**config.mk**
```make
export PLATFORM = sky130hd
export DESIGN_NAME = wb_select_stage_flat
export DESIGN_NICKNAME = d
export VERILOG_FILES = /design/src/rtl/wb_select_stage_if.sv /design/src/rtl/wb_select_stage.sv /design/src/flat_wrapper.sv
export SDC_FILE = /design/constraint.sdc
export NUM_CORES = 1
export LEC_CHECK = 0
export BUFFER_PORTS_ARGS = -buffer_cell sky130_fd_sc_hd__buf_4
export CORE_MARGIN = 5
export CORE_UTILIZATION = 31
export DETAILED_ROUTE_END_ITERATION = 10
export PLACE_DENSITY = 0.68
export SETUP_SLACK_MARGIN = 0.02
export SYNTH_ARGS = -nofsm -noshare
export SYNTH_HDL_FRONTEND = slang
export SYNTH_SLANG_ARGS = --single-unit
```
**constraint.sdc**
```tcl
create_clock -name clk -period 1.5 [get_ports clk]
set_clock_uncertainty 0.05 [all_clocks]
set_input_delay 0.075 -clock clk [delete_from_list [all_inputs] [get_ports clk]]
set_output_delay 0.075 -clock clk [all_outputs]
set_load 0.005 [all_outputs]
```
**src/rtl/wb_select_stage_if.sv**
```systemverilog
// Bus bundle for wb_select_stage.
// The upstream beat handshake, the downstream beat handshake and the error counter travel together here.
interface wb_select_stage_if #(
    parameter int WIDTH = 32,
    parameter int NSRC  = 5,
    parameter int SELW  = 3
);
    logic                  in_valid;
    logic                  in_ready;
    logic [SELW-1:0]       in_sel;
    logic [NSRC*WIDTH-1:0] in_src;
    logic [4:0]            in_rd;
    logic                  in_we;
    logic                  out_valid;
    logic                  out_ready;
    logic [WIDTH-1:0]      out_data;
    logic [4:0]            out_rd;
    logic                  out_we;
    logic                  out_illegal;
    logic [7:0]            err_cnt;

    modport slave (
        input  in_valid, in_sel, in_src, in_rd, in_we, out_ready,
        output in_ready, out_valid, out_data, out_rd, out_we, out_illegal, err_cnt
    );

    modport master (
        output in_valid, in_sel, in_src, in_rd, in_we, out_ready,
        input  in_ready, out_valid, out_data, out_rd, out_we, out_illegal, err_cnt
    );
endinterface

```
**src/rtl/wb_select_stage.sv**
```systemverilog
// Writeback select stage: picks one of NSRC sources at accept time and buffers the
// result in a main + skid register pair, so in_ready never depends combinationally on out_ready.
module wb_select_stage #(
    parameter int WIDTH = 32,
    parameter int NSRC  = 5,
    parameter int SELW  = 3
) (
    input  logic                clk,
    input  logic                rst_n,
    input  logic                flush,
    wb_select_stage_if.slave    bus
);

    typedef struct packed {
        logic [WIDTH-1:0] data;
        logic [4:0]       rd;
        logic             we;
        logic             ill;
    } beat_t;

    beat_t      main_q, main_d, skid_q, skid_d, new_beat;
    logic       main_valid_q, main_valid_d;
    logic       skid_valid_q, skid_valid_d;
    logic [7:0] err_cnt_q, err_cnt_d;
    logic       accept, drain, legal;

    assign accept = bus.in_valid && !skid_valid_q && !flush;
    assign drain  = main_valid_q && bus.out_ready;

    // Out-of-range selects resolve to zero data with the write suppressed.
    always_comb begin
        new_beat = '0;
        legal    = (int'(bus.in_sel) < NSRC);
        for (int i = 0; i < NSRC; i++) begin
            if (int'(bus.in_sel) == i) begin
                new_beat.data = bus.in_src[i*WIDTH +: WIDTH];
            end
        end
        new_beat.rd  = bus.in_rd;
        new_beat.we  = bus.in_we && (bus.in_rd != 5'd0) && legal;
        new_beat.ill = !legal;
    end

    always_comb begin
        main_valid_d = main_valid_q;
        main_d       = main_q;
        skid_valid_d = skid_valid_q;
        skid_d       = skid_q;
        err_cnt_d    = err_cnt_q;
        if (flush) begin
            main_valid_d = 1'b0;
            skid_valid_d = 1'b0;
        end else if (!main_valid_q || drain) begin
            // The skid beat is older than anything arriving now, so it moves up first.
            if (skid_valid_q) begin
                main_valid_d = 1'b1;
                main_d       = skid_q;
                skid_valid_d = 1'b0;
            end else if (accept) begin
                main_valid_d = 1'b1;
                main_d       = new_beat;
            end else begin
                main_valid_d = 1'b0;
            end
        end else if (accept) begin
            skid_valid_d = 1'b1;
            skid_d       = new_beat;
        end
        if (accept && new_beat.ill && (err_cnt_q != 8'hFF)) begin
            err_cnt_d = err_cnt_q + 8'd1;
        end
    end

    always_ff @(posedge clk or negedge rst_n) begin
        if (!rst_n) begin
            main_valid_q <= 1'b0;
            main_q       <= '0;
            skid_valid_q <= 1'b0;
            skid_q       <= '0;
            err_cnt_q    <= 8'd0;
        end else begin
            main_valid_q <= main_valid_d;
            main_q       <= main_d;
            skid_valid_q <= skid_valid_d;
            skid_q       <= skid_d;
            err_cnt_q    <= err_cnt_d;
        end
    end

    assign bus.in_ready    = !skid_valid_q;
    assign bus.out_valid   = main_valid_q;
    assign bus.out_data    = main_q.data;
    assign bus.out_rd      = main_q.rd;
    assign bus.out_we      = main_q.we;
    assign bus.out_illegal = main_q.ill;
    assign bus.err_cnt     = err_cnt_q;

endmodule

```
**src/flat_wrapper.sv**
```systemverilog
// flat-port wrapper written by rule: the top's interface ports become plain ports
module wb_select_stage_flat 
#(
    parameter int WIDTH = 32,
    parameter int NSRC  = 5,
    parameter int SELW  = 3
)
  (clk, rst_n, flush, bus_in_valid, bus_in_sel, bus_in_src, bus_in_rd, bus_in_we, bus_out_ready, bus_in_ready, bus_out_valid, bus_out_data, bus_out_rd, bus_out_we, bus_out_illegal, bus_err_cnt);
  wb_select_stage_if #(.WIDTH(WIDTH), .NSRC(NSRC), .SELW(SELW)) bus_i ();
  input  logic clk;
  input  logic rst_n;
  input  logic flush;
  input wire logic [$bits(bus_i.in_valid)-1:0] bus_in_valid;
  input wire logic [$bits(bus_i.in_sel)-1:0] bus_in_sel;
  input wire logic [$bits(bus_i.in_src)-1:0] bus_in_src;
  input wire logic [$bits(bus_i.in_rd)-1:0] bus_in_rd;
  input wire logic [$bits(bus_i.in_we)-1:0] bus_in_we;
  input wire logic [$bits(bus_i.out_ready)-1:0] bus_out_ready;
  output wire logic [$bits(bus_i.in_ready)-1:0] bus_in_ready;
  output wire logic [$bits(bus_i.out_valid)-1:0] bus_out_valid;
  output wire logic [$bits(bus_i.out_data)-1:0] bus_out_data;
  output wire logic [$bits(bus_i.out_rd)-1:0] bus_out_rd;
  output wire logic [$bits(bus_i.out_we)-1:0] bus_out_we;
  output wire logic [$bits(bus_i.out_illegal)-1:0] bus_out_illegal;
  output wire logic [$bits(bus_i.err_cnt)-1:0] bus_err_cnt;
  assign bus_i.in_valid = bus_in_valid;
  assign bus_i.in_sel = bus_in_sel;
  assign bus_i.in_src = bus_in_src;
  assign bus_i.in_rd = bus_in_rd;
  assign bus_i.in_we = bus_in_we;
  assign bus_i.out_ready = bus_out_ready;
  assign bus_in_ready = bus_i.in_ready;
  assign bus_out_valid = bus_i.out_valid;
  assign bus_out_data = bus_i.out_data;
  assign bus_out_rd = bus_i.out_rd;
  assign bus_out_we = bus_i.out_we;
  assign bus_out_illegal = bus_i.out_illegal;
  assign bus_err_cnt = bus_i.err_cnt;
  wb_select_stage #(.WIDTH(WIDTH), .NSRC(NSRC), .SELW(SELW)) u_core (.clk(clk), .rst_n(rst_n), .flush(flush), .bus(bus_i));
endmodule
```
## Word level (Yosys, flattened, before mapping)

Index checks and enable logic that the tools add are counted.

- Flip-flop bits (word level): 88
- Latch bits: 0
- Bits in writable memories: 0
- ROM bits: 0
- Bits of input ports: 174
- Output and inout port bits: 49
- Logic and storage cells: 53
- Memories kept: 0

- $add $sub $neg: 1
- Multiply operators: 0
- Div/mod/pow operators: 0
- Order comparisons: 1
- Equal/unequal tests: 5
- Shift-type cells: 0
- Mux-type cells: 14
- Bitwise operators: 2
- Reductions and logical operators: 19

Operators by type and width:

| cell | count |
|---|---|
| $mux W32 | 5 |
| $mux W39 | 2 |
| $eq A3 B3 Y1 const B | 3 |
| $add A8 B1 Y8 const B | 1 |
| $ne A8 B8 Y1 const B | 1 |
| $logic_and A1 B1 Y1 | 7 |
| $mux W1 | 7 |
| $reduce_and A3 Y1 | 2 |
| $reduce_bool A5 Y1 | 1 |
| $logic_not A1 Y1 | 4 |
| $reduce_bool A2 Y1 | 2 |
| $eq A3 B2 Y1 const B | 1 |
| $logic_not A3 Y1 | 1 |
| $lt A3 B3 Y1 const B | 1 |
| $reduce_bool A3 Y1 | 1 |
| $not A1 Y1 | 2 |
| $logic_or A1 B1 Y1 | 1 |

## Logic depth before layout (Yosys ltp)

Gate-level depths: netlist of run 1.

- Depth in word-level cells: 8
- Gate-level depth with buffers: 7
- Depth with buffers taken out: 5

## Least setup slack after synthesis of run 1

No wires, ideal clock.

- Kind: reg2reg
- From: reg u_core.main_valid_q (netlist: u_core.bus.out_valid)
- To: reg u_core.skid_q[4] (netlist bit)
- Setup time: 125 ps
- Data arrival time: 1406 ps
- Data required time: 1325 ps
- Path slack: -81 ps
- Cell stages (with the launch flop): 5
- Path buffers: 1
- Clock period less this slack: 1581 ps
- Cells stage by stage: dfrtp_1 > nor2b_1 > nand2_1 > clkbuf_1 > mux2_2

- Word-level cells in the longest chain between the ends: 4
- Elaborated cells between the ends (all ways): 5
- Classes of those cells: bitwise (1); reduce/logical (4)

RTL lines:

| what | line | source |
|---|---|---|
| start: declaration | wb_select_stage.sv:22 | `logic main_valid_q, main_valid_d;` |
| start signal: assignment | wb_select_stage.sv:82 | `main_valid_q <= main_valid_d;` |
| $logic_not A1 Y1 or $logic_and A1 B1 Y1 (tied branches) | wb_select_stage.sv:53, wb_select_stage.sv:28 |  |
| $logic_or A1 B1 Y1 (*) | wb_select_stage.sv:53 | `end else if (!main_valid_q \|\| drain) begin` |
| $not A1 Y1 (no line) (*) | -- |  |
| $reduce_and A3 Y1 (no line) (*) | -- |  |
| end signal: assignment | wb_select_stage.sv:85 | `skid_q <= skid_d;` |
| end: declaration | wb_select_stage.sv:21 | `beat_t main_q, main_d, skid_q, skid_d, new_beat;` |

Mark *: on every way between the ends. The rest lies on a longest branch, timed or not.
A chain may end at the register's enable or synchronous reset.

## Worst setup path in the final report of run 1

- From: reg u_core.skid_valid_q
- To: reg u_core.main_q (netlist bit u_core.bus.out_data[16])

- Word-level cells in the longest chain between the ends: 5
- Elaborated cells between the ends (all ways): 6
- Classes of those cells: mux (1); reduce/logical (5)

RTL lines:

| what | line | source |
|---|---|---|
| start: declaration | wb_select_stage.sv:23 | `logic skid_valid_q, skid_valid_d;` |
| start signal: assignment | wb_select_stage.sv:84 | `skid_valid_q <= skid_valid_d;` |
| $logic_not A1 Y1 | wb_select_stage.sv:27 | `assign accept = bus.in_valid && !skid_valid_q && !flush;` |
| $logic_and A1 B1 Y1 (2 in a row) | wb_select_stage.sv:27 |  |
| $reduce_bool A2 Y1 (no line) | -- |  |
| $reduce_and A3 Y1 (no line) | -- |  |
| end signal: assignment | wb_select_stage.sv:83 | `main_q <= main_d;` |
| end: declaration | wb_select_stage.sv:21 |  |

Several ways; a longest one is shown, not always the timed one.

==> results of run 1 <==
## sequential cells by signal, indices dropped and copies added, names as in the netlist
name and cells:
u_core.bus.out_valid 1, u_core.bus.out_we 1, u_core.bus.err_cnt 8, u_core.skid_valid_q 1
u_core.bus.out_data 32, u_core.bus.out_illegal 1, u_core.bus.out_rd 5, u_core.skid_q 39
## cells in the mapped netlist, types with 2 or more instances
cell       instances  area, um2
buf_6              2       22.5
o221ai_1          17        149
a31oi_1           17        106
mux2_2             6       67.6
o22ai_2            9        113
o211ai_1           2       15.0
nand3_1            2       10.0
o32a_1            13        130
nand2_1           41        154
nand2b_1          17        106
buf_2             21        105
a21oi_1           10       50.1
o21ai_0           55        275
nor3b_2            3       37.5
o21ai_1           13       65.1
xor2_1             2       17.5
nand3b_1          17        128
xnor2_1            2       17.5
dfrtp_1           88       2200
or2_2              2       12.5
inv_1              2       7.51
o21a_1            28        210
buf_4              3       22.5
o22ai_1           29        181
a22o_1             2       17.5
nand4_1            2       12.5
o2bb2ai_1         13        114
a21o_1            17        128
o211a_1           13        130
mux2i_1           38        380
nor2_1            34        128
nor3_1             2       10.0
clkbuf_1          24       90.1
and3_1             2       12.5
## what timing repair did
| action | CTS | global route |
|---|---|---|
| pin swaps | 2 | 6 |
| hold buffers | 11 | 0 |
| setup buffers | 0 | 3 |
| cloned | 0 | 3 |
| endpoints found under the setup margin | 8 | 39 |
| gates resized for setup | 4 | 24 |
| endpoints found under the hold margin | 98 | 0 |
## layout make-up
cell class | count | area share, %
timing repair buffer | 275 | 28.7
sequential | 88 | 27.3
clock buffer | 11 | 3.00
clock inverter | 3 | 0.542
tap | 225 | 3.48
inverter | 3 | 0.232
multi-input combinational | 419 | 36.7
## metal layers
layer	GRT usage, %	up-vias
met4	5.20	0
met1	22.6	2526
met5	0	-
met3	6.21	28
met2	31.7	206
li1	-	2595
## metrics by stage
step / utilization, % / TNS (ps) / cell area, um2
after CTS: 46.4 / 0 / 7920
final: 47.4 / 0 / 8080
after detailed placement: 44.0 / -5760 / 7510
after global routing: 47.4 / -652 / 8080
after global placement: 44.0 / -4960 / 7510
after floorplan: - / 0 / 5340
## path summary, 6_finish.rpt
path                       cells after the start                       to           startpoint
max reg2reg                                    4  u_core.bus.out_data[16]  u_core.skid_valid_q
min                                            3        u_core.skid_q[10]      bus_in_src[131]
min in group asynchronous                      3  u_core.bus.out_data[24]                rst_n
max                                            4  u_core.bus.out_data[16]  u_core.skid_valid_q
min reg2reg                                    2        u_core.skid_q[38]    u_core.skid_q[38]
max in group asynchronous                      3      u_core.skid_valid_q                rst_n
## cells in the final DEF, fill, tap and decap left out, types with 14 or more instances in the layout
cell	instances
buf_4	247
nor2_1	32
mux2i_1	38
a21o_1	17
o21ai_0	54
buf_12	14
o22ai_1	28
o21a_1	28
o221ai_1	17
dfrtp_1	87
nand2_1	36
nand2b_1	16
nand3b_1	17
a31oi_1	17
## power groups by stage
stage / sequential, mW / combinational, mW / clock, mW
3_3_place_gp: 3.17 / 2.12 / 0
3_5_place_dp: 3.18 / 2.16 / 0
4_1_cts: 3.14 / 2.19 / 2.31
2_1_floorplan: 3.15 / 0.936 / 0
6_report: 3.15 / 2.20 / 2.26
5_1_grt: 3.21 / 2.44 / 2.40
## cell families (layout without fill, tap and decap cells)
kind of cell,after synthesis,after routing,share of synthesized area [%]
flops,88,88,41.3
mux,45,45,8.62
fa+ha+maj,1,1,0.235
compound gates,239,239,31.8
simple gates,130,130,12.7
buf+inv,53,292,4.72
xor+xnor,4,4,0.658
## tightest hold or removal path: stages
cell,delay [ps]
buf_4,80
o22ai_1,70
o21ai_1,120
==> flow_metrics.tcl, run 1 <==
set metrics [dict create \
    synth_area_mm2 0.00533 \
    maxCapViolations 0 \
    cts_buffers 9 \
    rsz0062_at_grt "true" \
    fin_crit_ps 1490 \
    holdWs_ps -3.42 \
    port_buffers 222 \
    n_antenna_cell 0 \
    cts_tree "yes" \
    crit_slowest_cell "dfrtp_2" \
    clkTransAtPathRegs_ps 70 \
    max_stage_delay_ps 450 \
    seq_power_share_pct 41.4 \
    fmax_ghz 0.670 \
    syn_area_per_cell_um2 9.52 \
    antenna_left 0 \
    worstSetupEndpointType "flop" \
    grt_pass1_wl_um 29500 \
    critPathLaunchType "flop" \
    vias 5355 \
    syn_nets 735 \
    maxSlewViolCount 0 \
    gp_congestion 0.889 \
    clock_path_buffers 2 \
    syn_to_final_growth_pct 51.6 \
    nFillCells 1639 \
    clock-sinks 88 \
    path_max_fanout 31 \
    drive_gt1_share_pct 39.8 \
    max_slew_margin_pct 51.7 \
    placedCellCount 996 \
    worstPathBufferInverterCount 1 \
    min_path_type "in2reg" \
    finalPower_mw 7.61 \
    final_nets 971 \
    fin_crit_sh_pct 99.5 \
    via_per_inst 5.23 \
    met2_wirelength_um 9480 \
    p_clk_share_pct 29.7 \
    dp_slack_ps -207 \
    p_leak_nw 3.78 \
    cts-root-buf "clkbuf_16" \
    hold_viol 1 \
    grt_overflow 0 \
    powerDensity_mw_per_mm2 941 \
    setup_violations 0 \
    die_y_um 141 \
    synthCells 560 \
    combPwrFrac_pct 28.9 \
    cp.arrival_ps 1670 \
    multi_input_area_mm2 0.00297 \
    synth_edf_count 0 \
    instances_no_fill 1024 \
    reg2reg_slack_ps 8 \
    status "finished with violations" \
    synth_top_flop_cell "dfrtp_1" \
    grt_usage_pct 18.7 \
    ys_seq_area_share_pct 41.3 \
    fp.coreArea_mm2 0.0171 \
    die_w_um 141 \
    synth.distinct_cells 46 \
    timing.final.ws_setup_ps 7.76 \
    vdd_ir_drop_max_v 0.000501 \
    wl_per_cell_um 18.8 \
    sw_frac_of_total_pct 28.7 \
    drt_iter0_drc 252 \
    required_ps 1680 \
    crit_type "reg2reg" \
    ios 223 \
    cts-htree-levels 3 \
    p_sw_mw 2.18 \
    cp_top_family "flip-flops" \
    tightestPinTransition_ps 724 \
    grt_max_degree 89 \
    synth-seq-cells 88 \
    clk_latency_ps 340 \
    drc 0 \
    grt_pass1_vias 5405 \
    p_int_mw 5.43 \
    die_area_mm2 0.0199 \
    antenna_found_initial 0 \
    drt_first_pass_iters 4 \
    violations "hold timing" \
    path_cells "nand2b_2, buf_12, o21a_1, o32a_1" \
    top_layer "met4" \
    placement_rows 48 \
    dr_wl_met3_um 1710 \
    regArea_mm2 0.00220 \
    wirelength_um 19300 \
    async_reset_ff_share_pct 100 \
    dpl.hpwl_um 13900 \
    drt-met1-wl_um 7680 \
    start_util_pct 31.2 \
    synth_warnings 0 \
]
Note: power is estimated with default switching activity, not from simulation.
==> run 2: changes to the inputs <==
--- a/config.mk
+++ b/config.mk
@@ -5,6 +5,7 @@
 export SDC_FILE = /design/constraint.sdc
 export NUM_CORES = 1
 export LEC_CHECK = 0
+export ABC_AREA = 1
 export BUFFER_PORTS_ARGS = -buffer_cell sky130_fd_sc_hd__buf_4
 export CORE_MARGIN = 5
 export CORE_UTILIZATION = 31
==> run 2 against run 1 <==
  * The run now ends clean
  * Combinational power fell by 4%
  * Cell area is 4.7% lower
  * Global-route usage decreased by 0.39 points
  * Sequential share of layout area rose by 1.3 points
  * Worst setup slack improved by 100 ps
  * Synthesized cell count is 36% higher
  * Worst hold slack better by 26 ps
  * Power shrank 2.2%
  * Critical path depth grew 3
  * Register-to-register slack improved by 100 ps
  * Flip-flop and latch count is the same
  * Non-clock buffer count shrank 11
  * Critical endpoint is now u_core.bus.out_we
==> flow_metrics.tcl, run 2 <==
set metrics [dict create \
    wirelength_um 17800 \
    final_common_cell "buf_4" \
    status "completed" \
    powerDensity_mw_per_mm2 966 \
    synthMuxAreaShare_pct 0 \
    top_register "u_core.skid_q" \
    required_ps 1680 \
    die_y_um 139 \
    sw_frac_of_total_pct 30.1 \
    synth_area_leaders "dfrtp_1, nand2_1, nand3_1, o21ai_1, inv_1" \
    grt_overflow 0 \
    maxSlewViolCount 0 \
    synth_edf_count 0 \
    yosysMostFrequentCell "nand2_1" \
    synth_compound_area_share_pct 11.7 \
    grt_usage_pct 18.3 \
    synthAdderAreaFrac_pct 0.244 \
    p_int_mw 5.20 \
    cts_tree "yes" \
    path_cells "inv_2, a21oi_2, nand2_2, buf_12, a21oi_1, o21ai_0, o21a_1" \
    vdd_ir_drop_max_v 0.000631 \
    synth.distinct_cells 25 \
    die_w_um 139 \
    grt_pass1_wl_um 28500 \
    path_max_fanout 37 \
    drt_first_pass_iters 5 \
    fmax_ghz 0.718 \
    crit_type "reg2reg" \
    async_reset_ff_share_pct 100 \
    p_clk_share_pct 29.2 \
    combPwrFrac_pct 28.5 \
    p_leak_nw 4.18 \
    clock-sinks 88 \
    drc 0 \
    worstPathBufferInverterCount 2 \
    synthCells 762 \
    synth_warnings 0 \
    start_util_pct 31.2 \
    dpl.hpwl_um 13300 \
    cp.arrival_ps 1570 \
    cts-root-buf "clkbuf_16" \
    worstSetupEndpointType "flop" \
    synth_area_mm2 0.00512 \
    layout_common_cells "buf_4, nand2_1, nand3_1" \
    n_antenna_cell 0 \
    hold_viol 0 \
    utilization_pct 47.0 \
    vias 5685 \
    synth-seq-cells 88 \
    cts_buffers 9 \
    instances_no_fill 1218 \
    die_area_mm2 0.0192 \
    drt_iter0_drc 375 \
    antenna_left 0 \
    grt_max_degree 38 \
    synth-simple-area-share_pct 34.3 \
    cp_top_family "compound AO/OA/AOI/OAI gates" \
    synth_top_area_share_pct 43.0 \
    port_buffers 222 \
    fp.coreArea_mm2 0.0164 \
    synth_top_flop_cell "dfrtp_1" \
    maxCapViolations 0 \
    fin_crit_sh_pct 92.8 \
    ios 223 \
    tightestPinTransition_ps 483 \
    clkTransAtPathRegs_ps 70 \
    fin_crit_ps 1390 \
    ys_seq_area_share_pct 43.0 \
    setup_violations 0 \
    cts-htree-levels 3 \
    p_sw_mw 2.24 \
    syn_nets 937 \
    antenna_found_initial 0 \
    crit_slowest_cell "dfrtp_2" \
    rsz0062_at_grt "true" \
    via_per_inst 4.67 \
    max_stage_delay_ps 430 \
    synth_top_family_by_area "simple AND/OR/NAND/NOR gates" \
    ys_top_cells_by_count "nand2_1, nand3_1, dfrtp_1, inv_1, nor2_1" \
    syn_to_final_growth_pct 50.3 \
    final_nets 1168 \
    placedCellCount 1191 \
    gp_congestion 0.882 \
    syn_area_per_cell_um2 6.73 \
    critPathLaunchType "flop" \
    seq_power_share_pct 42.3 \
    clock_path_buffers 2 \
    synth_area_leader_cell "dfrtp_1" \
    clk_latency_ps 340 \
    wl_per_cell_um 14.6 \
    largest_reg_flops 39 \
    drive_gt1_share_pct 29.6 \
    max_slew_margin_pct 67.7 \
    grt_pass1_vias 5564 \
    synth_xor_area_share_pct 0.854 \
    placement_rows 47 \
    min_path_type "in2reg" \
]
-- run 2: worst register-to-register path, cell delays in order, from the launching register on --
cell and delay [ps]:
dfrtp_2 430, inv_2 60, a21oi_2 120, nand2_2 120, buf_12 190, a21oi_1 110
o21ai_0 90, o21a_1 120
-- run 2: cell families (layout without fill, tap and decap cells) --
family	count (synthesis)	after routing
simple gates	422	423
buf+inv	127	362
compound gates	119	119
fa+ha+maj	1	1
flops	88	88
xor+xnor	5	5
-- run 2: metrics by stage --
stage                     hold WS (ps)  cell area (um2)  setup slack, ps  power, mW  setup TNS, ps
after global placement           -8.86             7280             48.5       5.25              0
after floorplan                   -271             5130             15.5       4.08              0
final                             22.9             7700              108       7.44              0
after global routing              46.8             7700            -4.40       7.98          -4.40
after detailed placement         -14.8             7280             37.3       5.31              0
after CTS                         6.14             7640             24.5       7.53              0
-- run 2: power by group through the flow --
stage          logic (mW)  clock network (mW)  registers (mW)
2_1_floorplan       0.908                   0            3.17
5_1_grt              2.40                2.37            3.22
3_3_place_gp         2.08                   0            3.17
4_1_cts              2.14                2.24            3.15
3_5_place_dp         2.12                   0            3.19
6_report             2.12                2.17            3.15
-- run 2: worst paths after layout --
check,start,end,slack [ps],depth (start not counted)
hold reg to reg,u_core.bus.out_data[6],u_core.bus.out_data[6],430,2
min in group asynchronous,rst_n,u_core.skid_q[5],150,2
max in group asynchronous,rst_n,u_core.skid_q[24],720,3
setup reg to reg,u_core.skid_valid_q,u_core.bus.out_we,110,7
hold / removal,bus_in_src[129],u_core.skid_q[8],20,5
setup / recovery,u_core.skid_valid_q,u_core.bus.out_we,110,7
-- run 2: final cells by class --
| type | instances | area (um2) |
|---|---|---|
| fillers | 1692 | 8700 |
| multi-input cells | 548 | 2470 |
| flip-flops and latches | 88 | 2200 |
| repair buffers | 264 | 2150 |
| inverters | 82 | 310 |
| well taps | 220 | 275 |
| clock buffers | 10 | 239 |
| clock inverters | 6 | 51.3 |
-- run 2: layer usage --
| metal | wire length (um) | global-route usage, % | share of wire [%] |
|---|---|---|---|
| met5 | 0 | 0 | 0 |
| met4 | 373 | 6.45 | 2.1 |
| met3 | 1060 | 3.52 | 5.9 |
| met2 | 8650 | 31.6 | 49 |
| met1 | 7700 | 22.8 | 43 |
-- run 2: repair_timing --
action,4_1_cts,5_1_grt
gates resized for setup,0,6
endpoints found under the hold margin,94,0
hold buffers,7,0
setup buffers,0,3
endpoints found under the setup margin,0,42
